**src/rtl/timestamp_extraction.sv**
```systemverilog
// timestamp_extraction: strip SOP tuser timestamp, forward via register slice, emit {byte_count, ts} stamp records
module timestamp_extraction #(
  parameter int TIMESTAMP_WIDTH      = 64,
  parameter int TIMESTAMP_POS        = 32,
  parameter int C_M_AXIS_DATA_WIDTH  = 256,
  parameter int C_M_AXIS_TUSER_WIDTH = 128,
  parameter int CLEAR_TIMESTAMP      = 1,
  parameter int STAMP_DEPTH_BITS     = 2
) (
  input  logic                                clk,
  input  logic                                reset,
  input  logic [C_M_AXIS_DATA_WIDTH-1:0]      s_axis_tdata,
  input  logic [C_M_AXIS_TUSER_WIDTH-1:0]     s_axis_tuser,
  input  logic [C_M_AXIS_DATA_WIDTH/8-1:0]    s_axis_tstrb,
  input  logic                                s_axis_tvalid,
  input  logic                                s_axis_tlast,
  output logic                                s_axis_tready,
  output logic [C_M_AXIS_DATA_WIDTH-1:0]      m_axis_tdata,
  output logic [C_M_AXIS_TUSER_WIDTH-1:0]     m_axis_tuser,
  output logic [C_M_AXIS_DATA_WIDTH/8-1:0]    m_axis_tstrb,
  output logic                                m_axis_tvalid,
  output logic                                m_axis_tlast,
  input  logic                                m_axis_tready,
  output logic [16+TIMESTAMP_WIDTH-1:0]       m_stamp_tdata,
  output logic                                m_stamp_tvalid,
  input  logic                                m_stamp_tready,
  output logic [31:0]                         pkt_count
);
  localparam int SW = C_M_AXIS_DATA_WIDTH / 8;
  localparam int UW = C_M_AXIS_TUSER_WIDTH;
  localparam int RW = 16 + TIMESTAMP_WIDTH;
  localparam int CW = STAMP_DEPTH_BITS + 1;
  localparam logic [UW-1:0] TS_MASK = ((UW'(1) << TIMESTAMP_WIDTH) - UW'(1)) << TIMESTAMP_POS;
  typedef enum logic {SOP, IN_PKT} state_t;
  state_t                    state_q, state_d;
  logic [C_M_AXIS_DATA_WIDTH-1:0] tdata_q, tdata_d;
  logic [UW-1:0]             tuser_q, tuser_d;
  logic [SW-1:0]             tstrb_q, tstrb_d;
  logic                      tvalid_q, tvalid_d, tlast_q, tlast_d;
  logic [15:0]               acc_q, acc_d;
  logic [TIMESTAMP_WIDTH-1:0] ts_q, ts_d, ts_in, ts_cur;
  logic [STAMP_DEPTH_BITS-1:0] wr_q, wr_d, rd_q, rd_d;
  logic [CW-1:0]             cnt_q, cnt_d;
  logic [31:0]               pkt_q, pkt_d;
  logic [RW-1:0]             mem [2**STAMP_DEPTH_BITS];
  logic [5:0]                pc;
  logic [16:0]               sum;
  logic                      accept, sop, push, pop;
  assign s_axis_tready  = (!tvalid_q || m_axis_tready) && !cnt_q[STAMP_DEPTH_BITS];
  assign m_axis_tdata   = tdata_q;
  assign m_axis_tuser   = tuser_q;
  assign m_axis_tstrb   = tstrb_q;
  assign m_axis_tvalid  = tvalid_q;
  assign m_axis_tlast   = tlast_q;
  assign m_stamp_tvalid = cnt_q != '0;
  assign m_stamp_tdata  = m_stamp_tvalid ? mem[rd_q] : '0;
  assign pkt_count      = pkt_q;
  // bytes carried by the incoming beat (holes counted, no contiguity check)
  always_comb begin
    pc = '0;
    for (int i = 0; i < SW; i++) pc = pc + 6'(s_axis_tstrb[i]);
  end
  // next-state: packet FSM, saturating byte accumulator, output slice, stamp FIFO pointers
  always_comb begin
    accept   = s_axis_tvalid && s_axis_tready;
    sop      = state_q == SOP;
    ts_in    = s_axis_tuser[TIMESTAMP_POS +: TIMESTAMP_WIDTH];
    ts_cur   = sop ? ts_in : ts_q;
    sum      = (sop ? 17'd0 : {1'b0, acc_q}) + 17'(pc);
    push     = accept && s_axis_tlast;
    pop      = m_stamp_tvalid && m_stamp_tready;
    state_d  = accept ? (s_axis_tlast ? SOP : IN_PKT) : state_q;
    acc_d    = accept ? (sum[16] ? 16'hFFFF : sum[15:0]) : acc_q;
    ts_d     = (accept && sop) ? ts_in : ts_q;
    tvalid_d = accept || (tvalid_q && !m_axis_tready);
    tdata_d  = accept ? s_axis_tdata : tdata_q;
    tstrb_d  = accept ? s_axis_tstrb : tstrb_q;
    tlast_d  = accept ? s_axis_tlast : tlast_q;
    tuser_d  = !accept ? tuser_q : (sop && CLEAR_TIMESTAMP != 0) ? (s_axis_tuser & ~TS_MASK) : s_axis_tuser;
    wr_d     = wr_q + STAMP_DEPTH_BITS'(push);
    rd_d     = rd_q + STAMP_DEPTH_BITS'(pop);
    cnt_d    = cnt_q + CW'(push) - CW'(pop);
    pkt_d    = pkt_q + 32'(push);
  end
  // state registers; reset abandons any partial packet
  always_ff @(posedge clk or posedge reset) begin
    if (reset) begin
      state_q  <= SOP;
      tdata_q  <= '0;
      tuser_q  <= '0;
      tstrb_q  <= '0;
      tvalid_q <= 1'b0;
      tlast_q  <= 1'b0;
      acc_q    <= '0;
      ts_q     <= '0;
      wr_q     <= '0;
      rd_q     <= '0;
      cnt_q    <= '0;
      pkt_q    <= '0;
    end else begin
      state_q  <= state_d;
      tdata_q  <= tdata_d;
      tuser_q  <= tuser_d;
      tstrb_q  <= tstrb_d;
      tvalid_q <= tvalid_d;
      tlast_q  <= tlast_d;
      acc_q    <= acc_d;
      ts_q     <= ts_d;
      wr_q     <= wr_d;
      rd_q     <= rd_d;
      cnt_q    <= cnt_d;
      pkt_q    <= pkt_d;
    end
  end
  // stamp FIFO storage; the record includes the tlast beat's bytes
  always_ff @(posedge clk) begin
    if (push) mem[wr_q] <= {acc_d, ts_cur};
  end
endmodule
```
**config.mk**
```make
export PLATFORM = sky130hd
export DESIGN_NAME = timestamp_extraction
export DESIGN_NICKNAME = d
export VERILOG_FILES = /design/src/rtl/timestamp_extraction.sv
export SDC_FILE = /design/constraint.sdc
export NUM_CORES = 2
export LEC_CHECK = 0
export ABC_CLOCK_PERIOD_IN_PS = 23300
export BUFFER_PORTS_ARGS = -buffer_cell sky130_fd_sc_hd__buf_2
export CAP_MARGIN = 30
export CORE_AREA = 5 5 370 372
export DETAILED_ROUTE_END_ITERATION = 8
export DIE_AREA = 0 0 375 377
export SETUP_SLACK_MARGIN = 0.4
export SLEW_MARGIN = 20
export SYNTH_ARGS = -nofsm -noshare
export SYNTH_HDL_FRONTEND = slang
export SYNTH_SLANG_ARGS = --single-unit
export TNS_END_PERCENT = 50
```
**constraint.sdc**
```tcl
create_clock -name clk -period 23.3 [get_ports clk]
set_clock_uncertainty 0.05 [all_clocks]
set_input_delay 2.33 -clock clk [delete_from_list [all_inputs] [get_ports clk]]
set_output_delay 2.33 -clock clk [all_outputs]
set_load 0.03 [all_outputs]
```
# Yosys cells after proc, flatten, opt, wreduce, memory -nomap -nowiden
# Memory sizes are Yosys's and may differ from the RTL's.
# Cells that the tools add are included.
# W data, S select, Z words.
dict set report word_totals {
  register_bits 538
  latchBits 0
  ram_bits 320
  mem_bits_ro 0
  inputBits 422
  elab_cells 72
  n_memories 1
}
dict set report op_classes {
  n_addsub 37
  n_mul 0
  n_div 0
  magnitude_cmp 0
  n_eq_ne 0
  n_shift 0
  muxes 9
  bitwise 1
  reduce_logical 12
}
# memory depth word_bits rd rd_clocked_by_memory_dff write_ports line_no
set memory_table {}
lappend memory_table {mem 4 80 1 0 1 45} ;# logic [RW-1:0] mem [2**STAMP_DEPTH_BITS];
# operator n
set op_table {}
lappend op_table {{$add A6 B1 Y6} 26}
lappend op_table {{$mux W96} 1}
lappend op_table {{$mux W80} 1}
lappend op_table {{$mux W64} 1}
lappend op_table {{$mux W16} 3}
lappend op_table {{$add A32 B1 Y32} 1}
lappend op_table {{$add A16 B6 Y17} 1}
lappend op_table {{$add A5 B1 Y6} 1}
lappend op_table {{$logic_and A1 B1 Y1} 6}
lappend op_table {{$add A4 B1 Y5} 1}
lappend op_table {{$add A2 B1 Y2} 2}
lappend op_table {{$add A3 B1 Y4} 1}
lappend op_table {{$add A2 B1 Y3} 1}
lappend op_table {{$add A3 B1 Y3} 1}
lappend op_table {{$logic_not A1 Y1} 3}
lappend op_table {{$mux W1} 3}
lappend op_table {{$reduce_bool A3 Y1} 1}
lappend op_table {{$sub A3 B1 Y3} 1}
lappend op_table {{$add A1 B1 Y2} 1}
lappend op_table {{$logic_or A1 B1 Y1} 2}
lappend op_table {{$not A1 Y1} 1}

# Depth between registers and ports, before layout
dict set report logic_depth {
  word_depth 34
  depth_mapped 18
  ltp_nobuf 16
}

# Worst setup path after synthesis
# OpenSTA, ideal clock, no wires.
dict set report synth_timing {
  path_kind {input to register}
  startpoint {input port m_axis_tready}
  endpoint {memory mem[1][0] in the netlist's numbering, enable pin}
  arrival_ps 8748
  setup_slack_ps 13869
  cell_stages 5
  path_buffers 1
  cell_sequence {nand2b_1 > and3b_1 > buf_4 > nand2_1 > nor3b_1}
}
dict set report synth_via {
  elab_chain_len 6
}
# item line_no
set synth_lines {}
lappend synth_lines {{start, declared} 23} ;# input logic m_axis_tready,
lappend synth_lines {{$logic_or A1 B1 Y1} 49} ;# assign s_axis_tready = (!tvalid_q || m_axis_tready) && !cnt_q[STAMP_DEPTH_BITS];
lappend synth_lines {{$logic_and A1 B1 Y1} 49}
lappend synth_lines {{$logic_and A1 B1 Y1} 65} ;# accept = s_axis_tvalid && s_axis_tready;
lappend synth_lines {{$logic_and A1 B1 Y1} 70} ;# push = accept && s_axis_tlast;
lappend synth_lines {{$mux W1} 117} ;# if (push) mem[wr_q] <= {acc_d, ts_cur};
lappend synth_lines {{$mux W1 (implied by the code)} 117}
lappend synth_lines {{end, declared} 45}
# No other way between the ends.

# Worst setup path in the final report
dict set report layout_timing {
  startpoint {input port s_axis_tstrb[5]}
  endpoint {memory mem[3][69] in the netlist's numbering (data pin)}
}
dict set report layout_via {
  elab_chain_len 30
}
# item line_no
set layout_lines {}
lappend layout_lines {{start, declared} 14} ;# input logic [C_M_AXIS_DATA_WIDTH/8-1:0] s_axis_tstrb,
lappend layout_lines {{$add A5 B1 Y6} 61} ;# for (int i = 0; i < SW; i++) pc = pc + 6'(s_axis_tstrb[i]);
lappend layout_lines {{$add A6 B1 Y6 (26 in series)} 61}
lappend layout_lines {{$add A16 B6 Y17} 69} ;# sum = (sop ? 17'd0 : {1'b0, acc_q}) + 17'(pc);
lappend layout_lines {{$mux W16 (2 in series)} 73} ;# acc_d = accept ? (sum[16] ? 16'hFFFF : sum[15:0]) : acc_q;
lappend layout_lines {{net acc_d[5]} 40} ;# logic [15:0] acc_q, acc_d;
# The timed path passes the listed nets, and every way through them passes these cells.

==> run summary <==
## Place
* count of buffers from port buffering: 953
* placed cell count: 5443
* final weighted congestion of routability-driven global placement: 0.999
* Detail Placement HPWL: 100000 µm

## Routing
* total number of vias: 25000
* number of iterations in the first detailed-routing pass: 5
* detailed-route wire length: 134000 µm
* starting DRC count in detailed routing: 1512
* count of antenna-violating nets left after detailed routing: 0
* average vias per placed instance: 4.41
* number of DRC violations after detailed routing: 0
* Wirelength per Cell: 23.7 µm

## Final layout
* total number of nets in the final design: 4247
* non-filler cells, final: 5656
* Area Growth Syn to Fin: 28.9%
* fraction of layout instances using a drive strength above 1: 35.4%
* layout filler cell count: 13400

## Worst setup path
* flop-to-flop setup slack: 17780 ps
* worst-path cell chain: buf_2 -> inv_1 -> fa_1 -> fa_1 -> fa_1 -> fa_1 -> fa_1 -> fa_1 -> fa_1 -> inv_1 -> fa_1 -> a211oi_1 -> or3_4 -> a211oi_4 -> nor2_2 -> a31oi_1
* standard cell with the maximum stage delay on the critical path: sky130_fd_sc_hd__fa_1
* critical path launch point type: input pin
* cell depth of the worst flop-to-flop path: 14
* Setup Crit Path Kind: in -> reg
* element type at the critical path end: register
* Critical R2R Capture: mem[3][69]
* Worst Path Required: 23700 ps
* Slowest Stage Delay on Critical Path: 780 ps
* Most Frequent Cell on Critical Path: sky130_fd_sc_hd__fa_1
* signal arrival time at the worst endpoint: 7890 ps
* Worst Path Max Fanout: 5
* worst r2r src: state_q

## Floorplanning
* Die X: 375 µm
* height of the die: 377 µm
* Core Rows: 134
* # IOs: 954
* floorplan die area: 141000 µm²
* Core Area: 133000 µm²
* initial cell density of the core: 26.0%

## Clock tree
* quantity of hold-fixing buffers added after cts: 0
* number of buffers inserted to repair setup after CTS: 0
* clock tree from TritonCTS: built
* CTS root buf: sky130_fd_sc_hd__clkbuf_16
* worst-skew pair later-pin latency: 690 ps
* Reg clk slew, reported paths: 60 ps
* CTS sink cnt: 858
* clock buffer count from CTS: 96
* quantity of gates resized following cts: 0
* buffer depth of the longest clock path: 3
* number of levels in the clock H-tree: 3

## Timing
* actual slew at the worst max-slew pin: 984 ps
* number of failing setup endpoints in the final timing report: 0
* Slew headroom: 34.4%
* unrepaired setup endpoints after global routing: no
* fin crit share: 32.1%
* final max-slew violation count: 0
* setup TNS after final layout: 0 ps
* Max Clock Freq: 134 MHz
* fin crit period: 7480 ps
* endpoints failing hold: 0

## Yosys
* post-synthesis cell type with the largest combined area: sky130_fd_sc_hd__dfrtp_1
* fraction of the yosys area taken by sequential cells: 66.8%
* Synth Area in Compound Gates: 1.20%
* Cell variety after synth: 58
* post-synth net total: 3310
* number of register bits inferred by synthesis: 858
* largest family of logic cells by synthesized area: simple AND/OR/NAND/NOR gates
* Synth async-reset ratio: 62.7%
* ranking of synthesized cells by area: sky130_fd_sc_hd__dfrtp_1 39%, sky130_fd_sc_hd__edfxtp_1 28%, sky130_fd_sc_hd__nand2_1 13%
* number of enable-type register cells in the synthesized netlist: 320
* Post-Synthesis Mean Instance Area: 12.2 µm²
* cell count after synthesis: 2840
* Synth Area in XOR/XNOR: 0.938%
* proportion of netlist area held by the largest area contributor: 39.0%
* Synth Cell Area: 34500 µm²
* most common flop cell mapped by yosys: sky130_fd_sc_hd__dfrtp_1
* simple-gate portion of the synthesized area: 16.8%
* Synth Warn #: 0
* adder and majority cell fraction of the synthesized area: 2.33%
* share of synthesized area spent on multiplexers: 9.42%

## GRT
* number of global-route vias before repair: 25300
* first-pass GRT wire length: 189000 µm
* overall fraction of global-route tracks in use: 18.4%
* GRT Residual Overflow: 0
* largest net degree at the start of global routing: 158
* antenna violations before repair: 102

## Pwr
* pwr/cell area: 161 nW/µm²
* leakage component of the power: 21.3 nW
* Peak VDD IR: 0.122 mV

## Min path
* instance count along the most critical hold path: 2
* worst hold-check path type: reg -> reg
* endpoint with the worst hold slack: m_axis_tuser[73]
* Worst Min Path Start: m_axis_tuser[73]

## Status
* run status: completed

## Flow run
* Maximum Capacitance Violations: 0

## cell usage in the layout, fill, tap and decap left out, types with 22 or more instances in the layout
cell	n
sky130_fd_sc_hd__buf_4	26
sky130_fd_sc_hd__mux4_2	80
sky130_fd_sc_hd__clkbuf_1	24
sky130_fd_sc_hd__clkbuf_16	97
sky130_fd_sc_hd__fa_1	27
sky130_fd_sc_hd__nand2_1	1181
sky130_fd_sc_hd__inv_1	54
sky130_fd_sc_hd__buf_2	953
sky130_fd_sc_hd__mux2_2	128
sky130_fd_sc_hd__nand3_1	82
sky130_fd_sc_hd__dfrtp_1	535
sky130_fd_sc_hd__and2_1	90
sky130_fd_sc_hd__o21ai_0	22
sky130_fd_sc_hd__diode_2	34
sky130_fd_sc_hd__nor2_1	24
sky130_fd_sc_hd__edfxtp_1	320
## where the power goes
| part | leakage (nW) | switching (mW) | internal (mW) | total, mW |
|---|---|---|---|---|
| clock | 1.56 | 0.633 | 0.893 | 1.53 |
| sequential | 9.58 | 0.263 | 2.14 | 2.40 |
| combinational | 10.1 | 2.24 | 1.00 | 3.25 |
| total | 21.3 | 3.14 | 4.03 | 7.17 |
## layer usage
layer	track usage, %	wire (µm)	part of all wire, %
met1	20.3	48400	36
met2	30.0	64900	48
met3	8.98	15200	11
met4	8.34	5530	4.1
met5	0	241	0.18
## sequential cells by signal (all words and copies together) (netlist names)
name and flops:
cnt_q 3, mem 320, m_axis_tuser 128, m_axis_tdata 256
state_q 1, wr_q 2, ts_q 64, acc_q 16
pkt_count 32, m_axis_tlast 1, rd_q 2, m_axis_tstrb 32
m_axis_tvalid 1
## cells by family (layout without fill, tap and decap cells)
group / Yosys count / after routing
adders and majority gates: 48 / 48
xor gates and xnor gates: 37 / 37
muxes: 209 / 209
and+or+nand+nor: 1423 / 1423
AOI/OAI and AO/OA: 63 / 63
DFF: 858 / 858
other: 0 / 34
buffers and inverters: 202 / 1216
## cell usage after synthesis, types with 8 or more instances
master	n
sky130_fd_sc_hd__xnor2_1	16
sky130_fd_sc_hd__mux2_2	128
sky130_fd_sc_hd__ha_1	21
sky130_fd_sc_hd__mux4_2	80
sky130_fd_sc_hd__inv_1	55
sky130_fd_sc_hd__o21ai_0	22
sky130_fd_sc_hd__edfxtp_1	320
sky130_fd_sc_hd__nand2_1	1181
sky130_fd_sc_hd__and3_1	8
sky130_fd_sc_hd__and2_1	90
sky130_fd_sc_hd__nor2_1	24
sky130_fd_sc_hd__nor3_1	10
sky130_fd_sc_hd__clkbuf_1	74
sky130_fd_sc_hd__buf_2	43
sky130_fd_sc_hd__fa_1	27
sky130_fd_sc_hd__buf_1	23
sky130_fd_sc_hd__dfrtp_1	538
sky130_fd_sc_hd__nand3_1	82
sky130_fd_sc_hd__a21oi_1	13
sky130_fd_sc_hd__xor2_1	21
## layout make-up
type	count	area (µm²)	share of cell area, %
sequential	858	23100	51.8
clock buffer	136	2720	6.12
inverter	55	214	0.481
timing repair buffer	986	5130	11.5
antenna	34	85.1	0.191
clock inverter	39	428	0.961
multi-input combinational	1780	10600	23.9
tap	1768	2210	4.97
## worst max-delay path: cells and delay by family
family / cells / cell delay (ps)
fa+ha+maj: 8 / 3850
compound gates: 3 / 850
simple gates: 2 / 580
buf+inv: 3 / 260
## per-stage QoR
| stage | setup WS (ps) | total power, mW | area, µm² | hold WS [ps] | utilization, % |
|---|---|---|---|---|---|
| after floorplan | 5880 | 4.57 | 34500 | 422 | - |
| after global placement | 15100 | 5.68 | 41200 | 394 | 31.0 |
| after detailed placement | 15050 | 5.71 | 41200 | 401 | 31.0 |
| after CTS | 15820 | 7.27 | 44300 | 414 | 33.3 |
| after global routing | 15560 | 7.62 | 44500 | 434 | 33.5 |
| final | 15820 | 7.17 | 44500 | 410 | 33.5 |
## how the worst max path moves through the flow
stage	depth (start not counted)	slack [ps]	startpoint	to
2_1_floorplan	1	5880	reset	acc_q[0]
3_3_place_gp	16	15100	s_axis_tstrb[5]	mem[0][64]
3_5_place_dp	16	15050	s_axis_tstrb[5]	mem[3][69]
4_1_cts	16	15820	s_axis_tstrb[5]	mem[1][69]
5_1_grt	16	15560	s_axis_tstrb[5]	mem[3][69]
6_report	16	15820	s_axis_tstrb[5]	mem[3][69]
(Power assumes the default switching activity.)
